File: src/rtl/stack_engine_if.sv
// +----------------------------------------------------------------------+
// | stack_engine_if : 32-bit stack memory req/ack bus   | rev 1.0        |
// +----------------------------------------------------------------------+
`default_nettype none

interface stack_engine_if;
  logic        mem_req;
  logic        mem_we;
  logic [31:0] mem_addr;
  logic [31:0] mem_wdata;
  logic        mem_ack;
  logic [31:0] mem_rdata;

  modport master (
    output mem_req, mem_we, mem_addr, mem_wdata,
    input  mem_ack, mem_rdata
  );

  modport slave (
    input  mem_req, mem_we, mem_addr, mem_wdata,
    output mem_ack, mem_rdata
  );
endinterface

`default_nettype wire

File: src/rtl/stack_engine.sv
// +----------------------------------------------------------------------+
// | stack_engine : x86 PUSH/POP r32 sequencer (RF + stack mem) | rev 1.0 |
// +----------------------------------------------------------------------+
`default_nettype none

module stack_engine #(
  parameter int unsigned STACK_STEP  = 4,
  parameter int unsigned MEM_TIMEOUT = 255
) (
  input  wire logic        i_clk,
  input  wire logic        i_rst_n,
  input  wire logic        i_valid,
  output logic             o_ready,
  input  wire logic        i_pop,
  input  wire logic [4:0]  i_reg,
  output logic             o_done,
  output logic             o_err,
  output logic [4:0]       o_rf_ctrl_read1,
  input  wire logic [31:0] i_rf_read_val1,
  output logic [4:0]       o_rf_ctrl_read2,
  input  wire logic [31:0] i_rf_read_val2,
  output logic             o_rf_write,
  output logic [4:0]       o_rf_ctrl_write,
  output logic [31:0]      o_rf_write_val,
  stack_engine_if.master   mem
);

  localparam logic [4:0]  c_reg_esp  = 5'd7;
  localparam logic [4:0]  c_reg_max  = 5'd7;
  localparam logic [31:0] c_step     = 32'(STACK_STEP);
  localparam logic [7:0]  c_timeout  = 8'(MEM_TIMEOUT);

  typedef enum logic [2:0] {
    S_IDLE   = 3'd0,
    S_READ   = 3'd1,
    S_MEM    = 3'd2,
    S_WB_ESP = 3'd3,
    S_WB_DST = 3'd4,
    S_DONE   = 3'd5
  } state_t;

  state_t      state_q, state_d;
  logic        pop_q, pop_d;
  logic [4:0]  reg_q, reg_d;
  logic [31:0] new_esp_q, new_esp_d;
  logic [31:0] rdata_q, rdata_d;
  logic [7:0]  cnt_q, cnt_d;
  logic        ready_q, ready_d;
  logic        done_q, done_d;
  logic        err_q, err_d;
  logic [4:0]  rd2_sel_q, rd2_sel_d;
  logic        rf_we_q, rf_we_d;
  logic [4:0]  wr_sel_q, wr_sel_d;
  logic [31:0] wr_val_q, wr_val_d;
  logic        req_q, req_d;
  logic        we_q, we_d;
  logic [31:0] addr_q, addr_d;
  logic [31:0] wdata_q, wdata_d;
  logic [31:0] esp_dec, esp_inc;

  assign esp_dec = i_rf_read_val1 - c_step;
  assign esp_inc = i_rf_read_val1 + c_step;

  always_comb begin
    state_d   = state_q;
    pop_d     = pop_q;
    reg_d     = reg_q;
    new_esp_d = new_esp_q;
    rdata_d   = rdata_q;
    cnt_d     = cnt_q;
    ready_d   = ready_q;
    done_d    = 1'b0;
    err_d     = 1'b0;
    rd2_sel_d = rd2_sel_q;
    rf_we_d   = 1'b0;
    wr_sel_d  = wr_sel_q;
    wr_val_d  = wr_val_q;
    req_d     = req_q;
    we_d      = we_q;
    addr_d    = addr_q;
    wdata_d   = wdata_q;

    case (state_q)
      S_IDLE: begin
        if (i_valid && ready_q) begin
          pop_d     = i_pop;
          reg_d     = i_reg;
          rd2_sel_d = i_reg;
          ready_d   = 1'b0;
          state_d   = S_READ;
        end
      end
      S_READ: begin
        // Codes above 7 are segment/control/IP registers: no stack access.
        if (reg_q > c_reg_max) begin
          done_d  = 1'b1;
          err_d   = 1'b1;
          state_d = S_DONE;
        end else begin
          new_esp_d = pop_q ? esp_inc : esp_dec;
          addr_d    = pop_q ? i_rf_read_val1 : esp_dec;
          we_d      = !pop_q;
          wdata_d   = pop_q ? 32'd0 : i_rf_read_val2;
          req_d     = 1'b1;
          cnt_d     = 8'd0;
          state_d   = S_MEM;
        end
      end
      S_MEM: begin
        if (mem.mem_ack) begin
          req_d    = 1'b0;
          rdata_d  = pop_q ? mem.mem_rdata : rdata_q;
          rf_we_d  = 1'b1;
          wr_sel_d = c_reg_esp;
          wr_val_d = new_esp_q;
          state_d  = S_WB_ESP;
        end else begin
          cnt_d = cnt_q + 8'd1;
          if (cnt_d == c_timeout) begin
            req_d   = 1'b0;
            done_d  = 1'b1;
            err_d   = 1'b1;
            state_d = S_DONE;
          end
        end
      end
      S_WB_ESP: begin
        if (pop_q) begin
          rf_we_d  = 1'b1;
          wr_sel_d = reg_q;
          wr_val_d = rdata_q;
          state_d  = S_WB_DST;
        end else begin
          done_d  = 1'b1;
          state_d = S_DONE;
        end
      end
      S_WB_DST: begin
        done_d  = 1'b1;
        state_d = S_DONE;
      end
      S_DONE: begin
        ready_d = 1'b1;
        state_d = S_IDLE;
      end
      default: begin
        ready_d = 1'b1;
        state_d = S_IDLE;
      end
    endcase
  end

  always_ff @(posedge i_clk or negedge i_rst_n) begin
    if (!i_rst_n) begin
      state_q   <= S_IDLE;
      pop_q     <= 1'b0;
      reg_q     <= 5'd0;
      new_esp_q <= 32'd0;
      rdata_q   <= 32'd0;
      cnt_q     <= 8'd0;
      ready_q   <= 1'b1;
      done_q    <= 1'b0;
      err_q     <= 1'b0;
      rd2_sel_q <= 5'd0;
      rf_we_q   <= 1'b0;
      wr_sel_q  <= 5'd0;
      wr_val_q  <= 32'd0;
      req_q     <= 1'b0;
      we_q      <= 1'b0;
      addr_q    <= 32'd0;
      wdata_q   <= 32'd0;
    end else begin
      state_q   <= state_d;
      pop_q     <= pop_d;
      reg_q     <= reg_d;
      new_esp_q <= new_esp_d;
      rdata_q   <= rdata_d;
      cnt_q     <= cnt_d;
      ready_q   <= ready_d;
      done_q    <= done_d;
      err_q     <= err_d;
      rd2_sel_q <= rd2_sel_d;
      rf_we_q   <= rf_we_d;
      wr_sel_q  <= wr_sel_d;
      wr_val_q  <= wr_val_d;
      req_q     <= req_d;
      we_q      <= we_d;
      addr_q    <= addr_d;
      wdata_q   <= wdata_d;
    end
  end

  assign o_ready         = ready_q;
  assign o_done          = done_q;
  assign o_err           = err_q;
  assign o_rf_ctrl_read1 = c_reg_esp;
  assign o_rf_ctrl_read2 = rd2_sel_q;
  assign o_rf_write      = rf_we_q;
  assign o_rf_ctrl_write = wr_sel_q;
  assign o_rf_write_val  = wr_val_q;
  assign mem.mem_req     = req_q;
  assign mem.mem_we      = we_q;
  assign mem.mem_addr    = addr_q;
  assign mem.mem_wdata   = wdata_q;

endmodule

`default_nettype wire

File: src/flat_wrapper.sv
// flat-port wrapper written by rule: the top's interface ports become plain ports
module stack_engine_flat 
#(
  parameter int unsigned STACK_STEP  = 4,
  parameter int unsigned MEM_TIMEOUT = 255
)
  (i_clk, i_rst_n, i_valid, o_ready, i_pop, i_reg, o_done, o_err, o_rf_ctrl_read1, i_rf_read_val1, o_rf_ctrl_read2, i_rf_read_val2, o_rf_write, o_rf_ctrl_write, o_rf_write_val, mem_mem_req, mem_mem_we, mem_mem_addr, mem_mem_wdata, mem_mem_ack, mem_mem_rdata);
  stack_engine_if mem_i ();
  input  wire logic i_clk;
  input  wire logic i_rst_n;
  input  wire logic i_valid;
  output logic o_ready;
  input  wire logic i_pop;
  input  wire logic [4:0] i_reg;
  output logic o_done;
  output logic o_err;
  output logic [4:0] o_rf_ctrl_read1;
  input  wire logic [31:0] i_rf_read_val1;
  output logic [4:0] o_rf_ctrl_read2;
  input  wire logic [31:0] i_rf_read_val2;
  output logic o_rf_write;
  output logic [4:0] o_rf_ctrl_write;
  output logic [31:0] o_rf_write_val;
  output wire logic [$bits(mem_i.mem_req)-1:0] mem_mem_req;
  output wire logic [$bits(mem_i.mem_we)-1:0] mem_mem_we;
  output wire logic [$bits(mem_i.mem_addr)-1:0] mem_mem_addr;
  output wire logic [$bits(mem_i.mem_wdata)-1:0] mem_mem_wdata;
  input wire logic [$bits(mem_i.mem_ack)-1:0] mem_mem_ack;
  input wire logic [$bits(mem_i.mem_rdata)-1:0] mem_mem_rdata;
  assign mem_mem_req = mem_i.mem_req;
  assign mem_mem_we = mem_i.mem_we;
  assign mem_mem_addr = mem_i.mem_addr;
  assign mem_mem_wdata = mem_i.mem_wdata;
  assign mem_i.mem_ack = mem_mem_ack;
  assign mem_i.mem_rdata = mem_mem_rdata;
  stack_engine #(.STACK_STEP(STACK_STEP), .MEM_TIMEOUT(MEM_TIMEOUT)) u_core (.i_clk(i_clk), .i_rst_n(i_rst_n), .i_valid(i_valid), .o_ready(o_ready), .i_pop(i_pop), .i_reg(i_reg), .o_done(o_done), .o_err(o_err), .o_rf_ctrl_read1(o_rf_ctrl_read1), .i_rf_read_val1(i_rf_read_val1), .o_rf_ctrl_read2(o_rf_ctrl_read2), .i_rf_read_val2(i_rf_read_val2), .o_rf_write(o_rf_write), .o_rf_ctrl_write(o_rf_ctrl_write), .o_rf_write_val(o_rf_write_val), .mem(mem_i));
endmodule
File: config.mk
export PLATFORM = sky130hd
export DESIGN_NAME = stack_engine_flat
export DESIGN_NICKNAME = d
export VERILOG_FILES = /design/src/rtl/stack_engine_if.sv /design/src/rtl/stack_engine.sv /design/src/flat_wrapper.sv
export SDC_FILE = /design/constraint.sdc
export NUM_CORES = 1
export LEC_CHECK = 0
export ABC_AREA = 1
export CAP_MARGIN = 20
export CORE_UTILIZATION = 51
export DETAILED_ROUTE_END_ITERATION = 7
export GPL_TIMING_DRIVEN = 0
export PLACE_DENSITY = 0.81
export SLEW_MARGIN = 40
export SYNTH_ARGS = -nofsm -noshare
export SYNTH_HDL_FRONTEND = slang
export SYNTH_SLANG_ARGS = --single-unit
export TNS_END_PERCENT = 100
File: constraint.sdc
create_clock -name i_clk -period 1.9 [get_ports i_clk]
set_clock_uncertainty 0.1 [all_clocks]
set_input_delay 0.19 -clock i_clk [delete_from_list [all_inputs] [get_ports i_clk]]
set_output_delay 0.19 -clock i_clk [all_outputs]
set_load 0.02 [all_outputs]
==> results of run 1 <==
==> sequential cells by signal, indices dropped and copies added (netlist names), 3 cells and up <==
register / flops
u_core.o_rf_ctrl_read2: 5
u_core.mem.mem_addr: 30
u_core.o_rf_ctrl_write: 5
u_core.rdata_q: 32
u_core.mem.mem_wdata: 32
u_core.new_esp_q: 32
u_core.state_q: 3
u_core.cnt_q: 8
u_core.o_rf_write_val: 32
==> power breakdown <==
part           leakage, nW  total [mW]  switching (mW)  internal (mW)
Sequential            2.22        6.96            1.20           5.76
Combinational         3.60        10.6            6.12           4.49
Clock                0.275        3.56            1.67           1.89
Total                 6.10        21.1            8.99           12.1
==> final timing paths <==
check,from,endpoint,slack [ns],depth (start not counted)
worst min register to register,u_core.new_esp_q[18]$_DFFE_PN0P_,u_core.new_esp_q[18]$_DFFE_PN0P_,0.38,2
worst min-delay path,i_rf_read_val1[13],u_core.mem.mem_addr[13]$_DFFE_PN0P_,0.03,3
min in group asynchronous,i_rst_n,u_core.mem.mem_addr[26]$_DFFE_PN0P_,0.15,2
worst max-delay path,u_core.state_q[1]$_DFFE_PN0P_,u_core.rdata_q[17]$_DFFE_PN0P_,-0.05,9
worst max register to register,u_core.state_q[1]$_DFFE_PN0P_,u_core.rdata_q[17]$_DFFE_PN0P_,-0.05,9
max in group asynchronous,i_rst_n,u_core.rdata_q[27]$_DFFE_PN0P_,0.81,3
==> per-layer routing <==
layer	track usage, %	wire length, microns	vias up
met2	54.0	15700	471
met5	0	0	-
met3	8.58	2950	72
li1	-	-	4637
met1	42.5	13400	4778
met4	13.8	1290	0
==> cell type report <==
cell class                      instances  area (sq um)
Antenna cell                            1          2.50
Buffer                                 74           524
Clock buffer                           19           453
Clock inverter                         12           116
Fill cell                            1444          5420
Inverter                               74           283
Multi-Input combinational cell        961          4590
Sequential cell                       186          4660
Tap cell                              234           293
Timing Repair Buffer                  229          2370
==> critical path: stages, from the launching register on <==
cell       delay (ns)
dfrtp_1          0.39
inv_2            0.08
nor3_4           0.21
inv_2            0.08
nor2_4           0.12
inv_4            0.06
nor2_4           0.16
buf_12           0.17
clkbuf_16        0.16
mux2_4           0.30
==> Yosys cell counts, types with 2 or more instances <==
cell / n / share of area (%)
a31oi_1: 41 / 2.6
buf_2: 26 / 1.3
ha_1: 6 / 0.77
buf_1: 4 / 0.15
mux2_2: 31 / 3.6
buf_4: 13 / 1.0
a21oi_1: 70 / 3.6
inv_1: 69 / 2.7
clkbuf_1: 23 / 0.89
buf_6: 8 / 0.93
xor2_1: 9 / 0.81
inv_2: 4 / 0.15
clkbuf_2: 2 / 0.10
nor2_2: 4 / 0.26
nor2_4: 3 / 0.35
dfrtp_1: 185 / 48
nand3_1: 56 / 2.9
nand4_1: 6 / 0.39
conb_1: 2 / 0.077
o21ai_2: 2 / 0.18
o22ai_1: 3 / 0.19
o21ai_1: 2 / 0.10
nor3_1: 2 / 0.10
o21ai_0: 69 / 3.5
nand2_1: 446 / 17
nor2_1: 199 / 7.7
nand3b_1: 2 / 0.15
==> layout by cell type, fill, tap and decap left out, types with 3 or more instances in the layout <==
cell,Yosys,routed
nand2_1,446,444
nor2_1,199,189
clkdlybuf4s50_1,0,189
dfrtp_1,185,183
a21oi_1,70,70
o21ai_0,69,68
inv_1,69,66
nand3_1,56,55
a31oi_1,41,41
buf_4,13,33
mux2_4,0,27
clkbuf_16,0,19
buf_2,26,14
clkbuf_1,23,13
buf_6,8,12
clkbuf_2,2,12
nor2_4,3,9
xor2_1,9,9
nor2_2,4,8
dlymetal6s2s_1,0,8
nand4_1,6,6
inv_2,4,6
mux2_2,31,5
conb_1,2,5
dlygate4sd3_1,0,5
buf_8,0,4
o21ai_1,2,3
clkbuf_4,0,3
buf_12,0,3
o22ai_1,3,3
ha_2,0,3
ha_1,6,3
clkinv_2,0,3
clkinvlp_4,0,3
==> what timing repair did <==
item | 4_1_cts | 5_1_grt
hold buffers | 5 | 0
endpoints found under the setup margin | 160 | 184
cloned | 1 | 2
gates resized for setup | 38 | 82
pin swaps | 2 | 3
hold endpoints to repair | 98 | 0
buffers inserted | 8 | 10
==> kinds of logic (layout without fill, tap and decap cells) <==
family          Yosys count  after routing  share of synthesized area, %
mux                      32             32                          3.70
buf+inv                 150            408                          7.28
flops                   186            186                          47.8
fa+ha+maj                 6              6                         0.771
other cells               2              6                        0.0771
xor+xnor                  9              9                         0.809
compound gates          189            189                          10.4
simple gates            720            720                          29.1
==> flow_metrics.tcl, run 1 <==
set metrics [dict create \
    worstPathRequired_ns 2.13 \
    number_of_antenna_violations_at_the_first_check_in_global_routing 1 \
    status "finished with violations" \
    row_cnt 50 \
    p_leak_nw 6.10 \
    wirelength_microns 33400 \
    cp_data_arrival_time_ns 2.18 \
    floorplan.die.width_microns 140 \
    global_route_wire_length_before_repair_microns 50300 \
    number_of_different_library_cells_in_the_post_synthesis_netlist 34 \
    violations_in_the_final_reports "setup timing" \
    ctsLongestPathBuffers 2 \
    post-route-min-period_ns 1.95 \
    dr_drc_count 0 \
    drt_first_iter_violations 1004 \
    maxClockFrequency_mhz 512 \
    syn_area_per_cell_sq_um 7.53 \
    root_buffer "clkbuf_16" \
    worst_setup_start_kind "flip-flop" \
    path_class "flip-flop to flip-flop" \
    clock_latency_ns 0.45 \
    floorplan.die.height_microns 140 \
    p_per_area_mw_per_mm2 1590 \
    ys_async_sr_fraction_pct 100 \
    numPlacedInstances 1734 \
    synth-main-ff-cell "dfrtp_1" \
    synth.yosys.warnings 0 \
    cts_htree_levels 4 \
    cap_violations 0 \
    route.vias.total 9958 \
    hold_viol_final 0 \
    initial_utilization_pct 52.1 \
    area_growth_pct 36.4 \
    timing.hold.worst.class "primary input to flip-flop" \
    drive_gt1_share_pct 12.0 \
    ioPinCount 223 \
    max_slew_margin_pct 54.3 \
    vdd.ir_drop.worst_uv 989 \
    die_area_sq_mm 0.0197 \
    yosys_register_bits 186 \
    synth_edf_count 0 \
    dpl.hpwl_microns 23300 \
    tns_ns -1.09 \
    final_core_utilization_pct 71.0 \
    routed_wire_length_per_instance_microns 18.6 \
    pre_cts_slack_ns -0.904 \
    grt_pass1_vias 9492 \
    post_synth_inst_count 1294 \
    layout_setup_ws_ns -0.0537 \
    tightestPinTransition_ns 0.686 \
    finalHoldWorstSlack_ns 0.0304 \
    post_synth_instance_area_sq_mm 0.00974 \
    worst_setup_hold_path_clk_slew_ns 0.07 \
    core_sq_mm 0.0187 \
    routabilityCongestion 0.923 \
    rsz_0062_raised_after_global_routing "true" \
    post-route-cell-area_sq_mm 0.0133 \
    report.final.setup_viol 33 \
    final_net_count 1655 \
    dpl-instance-area_sq_mm 0.0121 \
    cts_tree "built" \
    min_period_over_period_pct 103 \
    timing.critical_path.fanout_max 7 \
    power_mw 21.1 \
    drt-pass1-iter-count 5 \
    via_per_inst 5.56 \
    finalMaxSlewViolations 0 \
    clock-sinks 186 \
    endpoint_kind "flip-flop" \
    drtAntennaViolNets 0 \
    grt_start_max_net_pins 75 \
    fin_cells 1790 \
    port_buffers 200 \
    globalRouteTotalUtil_pct 33.3 \
    grt-ovfl-total 0 \
    numCtsBuffers 17 \
    seq_area_frac_synth_pct 47.8 \
]
(Power assumes the default switching activity.)
==> run 2, diff against run 1 <==
- CORE_UTILIZATION: 51 -> 60
- DONT_BUFFER_PORTS: default -> 1
- PLACE_DENSITY: 0.81 -> 0.76
==> flow_metrics.tcl, run 2 (synthesized netlist as in run 1, its figures left out) <==
set metrics [dict create \
    cts_htree_levels 4 \
    tightestPinTransition_ns 0.761 \
    report.final.setup_viol 40 \
    global_routing_s_busiest_layer "met2" \
    violations_in_the_final_reports "hold timing, setup timing" \
    drive_gt1_share_pct 12.3 \
    grt-ovfl-total 0 \
    numCtsBuffers 17 \
    grt_pass1_vias 8991 \
    endpoint_kind "flip-flop" \
    post-route-min-period_ns 1.98 \
    floorplan.die.height_microns 129 \
    root_buffer "clkbuf_16" \
    dr_drc_count 0 \
    finalMaxSlewViolations 0 \
    p_per_area_mw_per_mm2 1610 \
    cap_violations 0 \
    via_per_inst 5.79 \
    timing.critical_path.fanout_max 7 \
    final_net_count 1532 \
    cts_tree "built" \
    clock_latency_ns 0.43 \
    row_cnt 46 \
    rsz_0062_raised_after_global_routing "true" \
    layout_commonest_cell "nand2_1" \
    area_growth_pct 23.8 \
    ctsLongestPathBuffers 2 \
    global_route_wire_length_before_repair_microns 47600 \
    pre_cts_slack_ns -0.444 \
    ioPinCount 223 \
    drtAntennaViolNets 0 \
    globalRouteTotalUtil_pct 37.9 \
    die_area_sq_mm 0.0167 \
    hold_viol_final 186 \
    layout_common_cells "445 x nand2_1, 189 x nor2_1, 183 x dfrtp_1, 89 x dlygate4sd3_1, 69 x o21ai_0" \
    dpl.hpwl_microns 20600 \
    p_leak_nw 5.58 \
    globalRouteMet1Util_pct 48.1 \
    floorplan.die.width_microns 129 \
    n_antenna_cell 0 \
    critical-path-slowest-cell "dfrtp_2" \
    route.vias.total 9534 \
    maxClockFrequency_mhz 506 \
    grt_start_max_net_pins 187 \
    path_class "flip-flop to flip-flop" \
    cp_data_arrival_time_ns 2.19 \
    critPathMaxStageDelay_ns 0.44 \
    initial_utilization_pct 61.3 \
    worstPathRequired_ns 2.11 \
    core_sq_mm 0.0159 \
    drt-pass1-iter-count 6 \
    worst_setup_hold_path_clk_slew_ns 0.08 \
    timing.hold.worst.class "primary input to asynchronous set/reset pin" \
    layout_setup_ws_ns -0.0772 \
    port_buffers 0 \
    critical_path.cell_chain "nor3_2 -> inv_1 -> nor2_2 -> inv_2 -> nor2_4 -> buf_12 -> clkbuf_16 -> mux2_4" \
    number_of_antenna_violations_at_the_first_check_in_global_routing 0 \
    status "finished with violations" \
    wirelength_microns 32500 \
    globalRouteMet3Util_pct 9.58 \
    vdd.ir_drop.worst_uv 1180 \
    min_period_over_period_pct 104 \
    globalRouteMet2Util_pct 63.4 \
    routed_wire_length_per_instance_microns 19.7 \
    clock-sinks 186 \
    worst_setup_start_kind "flip-flop" \
    power_mw 19.4 \
    drt_first_iter_violations 888 \
    finalHoldWorstSlack_ns -0.653 \
    max_slew_margin_pct 49.3 \
    routabilityCongestion 0.947 \
]
[run 2: cell count changes in the layout (fill, tap and decap cells not counted), sizes merged, moves of 2 or more]
| cell | change |
|---|---|
| bufinv | +2 |
| clkinvlp | -2 |
| dlymetal6s2s | -8 |
| buf | -14 |
| clkdlybuf4s50 | -189 |
| inv | +2 |
| clkbuf | +3 |
| dlygate4sd3 | +84 |
[run 2: worst max-delay path: cells and delay by family, from the launching register on]
family / cells / cell delay (ns)
buffers and inverters: 4 / 0.51
and+or+nand+nor: 3 / 0.50
DFF: 1 / 0.44
muxes: 1 / 0.31
[run 2: path summary, 6_finish.rpt]
| path | from | end | slack [ns] | depth (start not counted) |
|---|---|---|---|---|
| worst max-delay path | u_core.state_q[2]$_DFFE_PN0P_ | u_core.rdata_q[1]$_DFFE_PN0P_ | -0.08 | 8 |
| worst min-delay path | i_rst_n | u_core.mem.mem_addr[10]$_DFFE_PN0P_ | -0.65 | 0 |
| worst max register to register | u_core.state_q[2]$_DFFE_PN0P_ | u_core.rdata_q[1]$_DFFE_PN0P_ | -0.08 | 8 |
| worst min register to register | u_core.new_esp_q[17]$_DFFE_PN0P_ | u_core.new_esp_q[17]$_DFFE_PN0P_ | 0.39 | 2 |
| max in group asynchronous | i_rst_n | u_core.rdata_q[18]$_DFFE_PN0P_ | 2.00 | 0 |
| min in group i_clk | i_rf_read_val1[6] | u_core.mem.mem_addr[6]$_DFFE_PN0P_ | 0 | 3 |
[run 2: cell type report]
| type | instances | area, sq um |
|---|---|---|
| buffer | 75 | 572 |
| clock buffer | 18 | 439 |
| clock inverter | 13 | 164 |
| fill | 1113 | 3830 |
| inverter | 74 | 283 |
| multi-input combinational | 961 | 4570 |
| sequential | 186 | 4660 |
| tap | 216 | 270 |
| timing repair buffer | 105 | 1100 |
[run 2: power by group]
| group | switching, mW | leakage, nW | internal [mW] |
|---|---|---|---|
| Combinational | 4.39 | 3.06 | 2.91 |
| Sequential | 2.68 | 2.22 | 5.75 |
| Clock | 1.60 | 0.299 | 2.12 |
[run 2: metal layers]
layer | vias to the layer above | routed length [microns]
met5 | - | 0
met4 | 0 | 958
met3 | 77 | 3110
met2 | 528 | 15500
met1 | 4547 | 12900
li1 | 4382 | -
[run 2: through the flow]
stage | utilization [%] | std cells | setup TNS (ns) | instance area (sq um)
floorplan | - | 1297 | 0 | 9750
global placement | 63.1 | 1513 | -20.38 | 10000
detailed placement | 63.2 | 1514 | -18.93 | 10000
global route | 75.9 | 1648 | -6.16 | 12100
finish | 75.9 | 1648 | -1.67 | 12100
CTS | 73.7 | 1639 | -0.0148 | 11700
[run 2: timing repair]
action	CTS	global route
gates resized for setup	33	76
endpoints found under the hold margin	282	188
hold buffers	87	2
gates cloned	1	3
pin swaps	4	4
setup buffers	7	4
setup endpoints to repair	160	182
==> run 3, diff against run 2 <==
- RECOVER_POWER: default -> 25
==> results of run 3 <==
Final layout, timing and power as in run 2 (identical DEF).
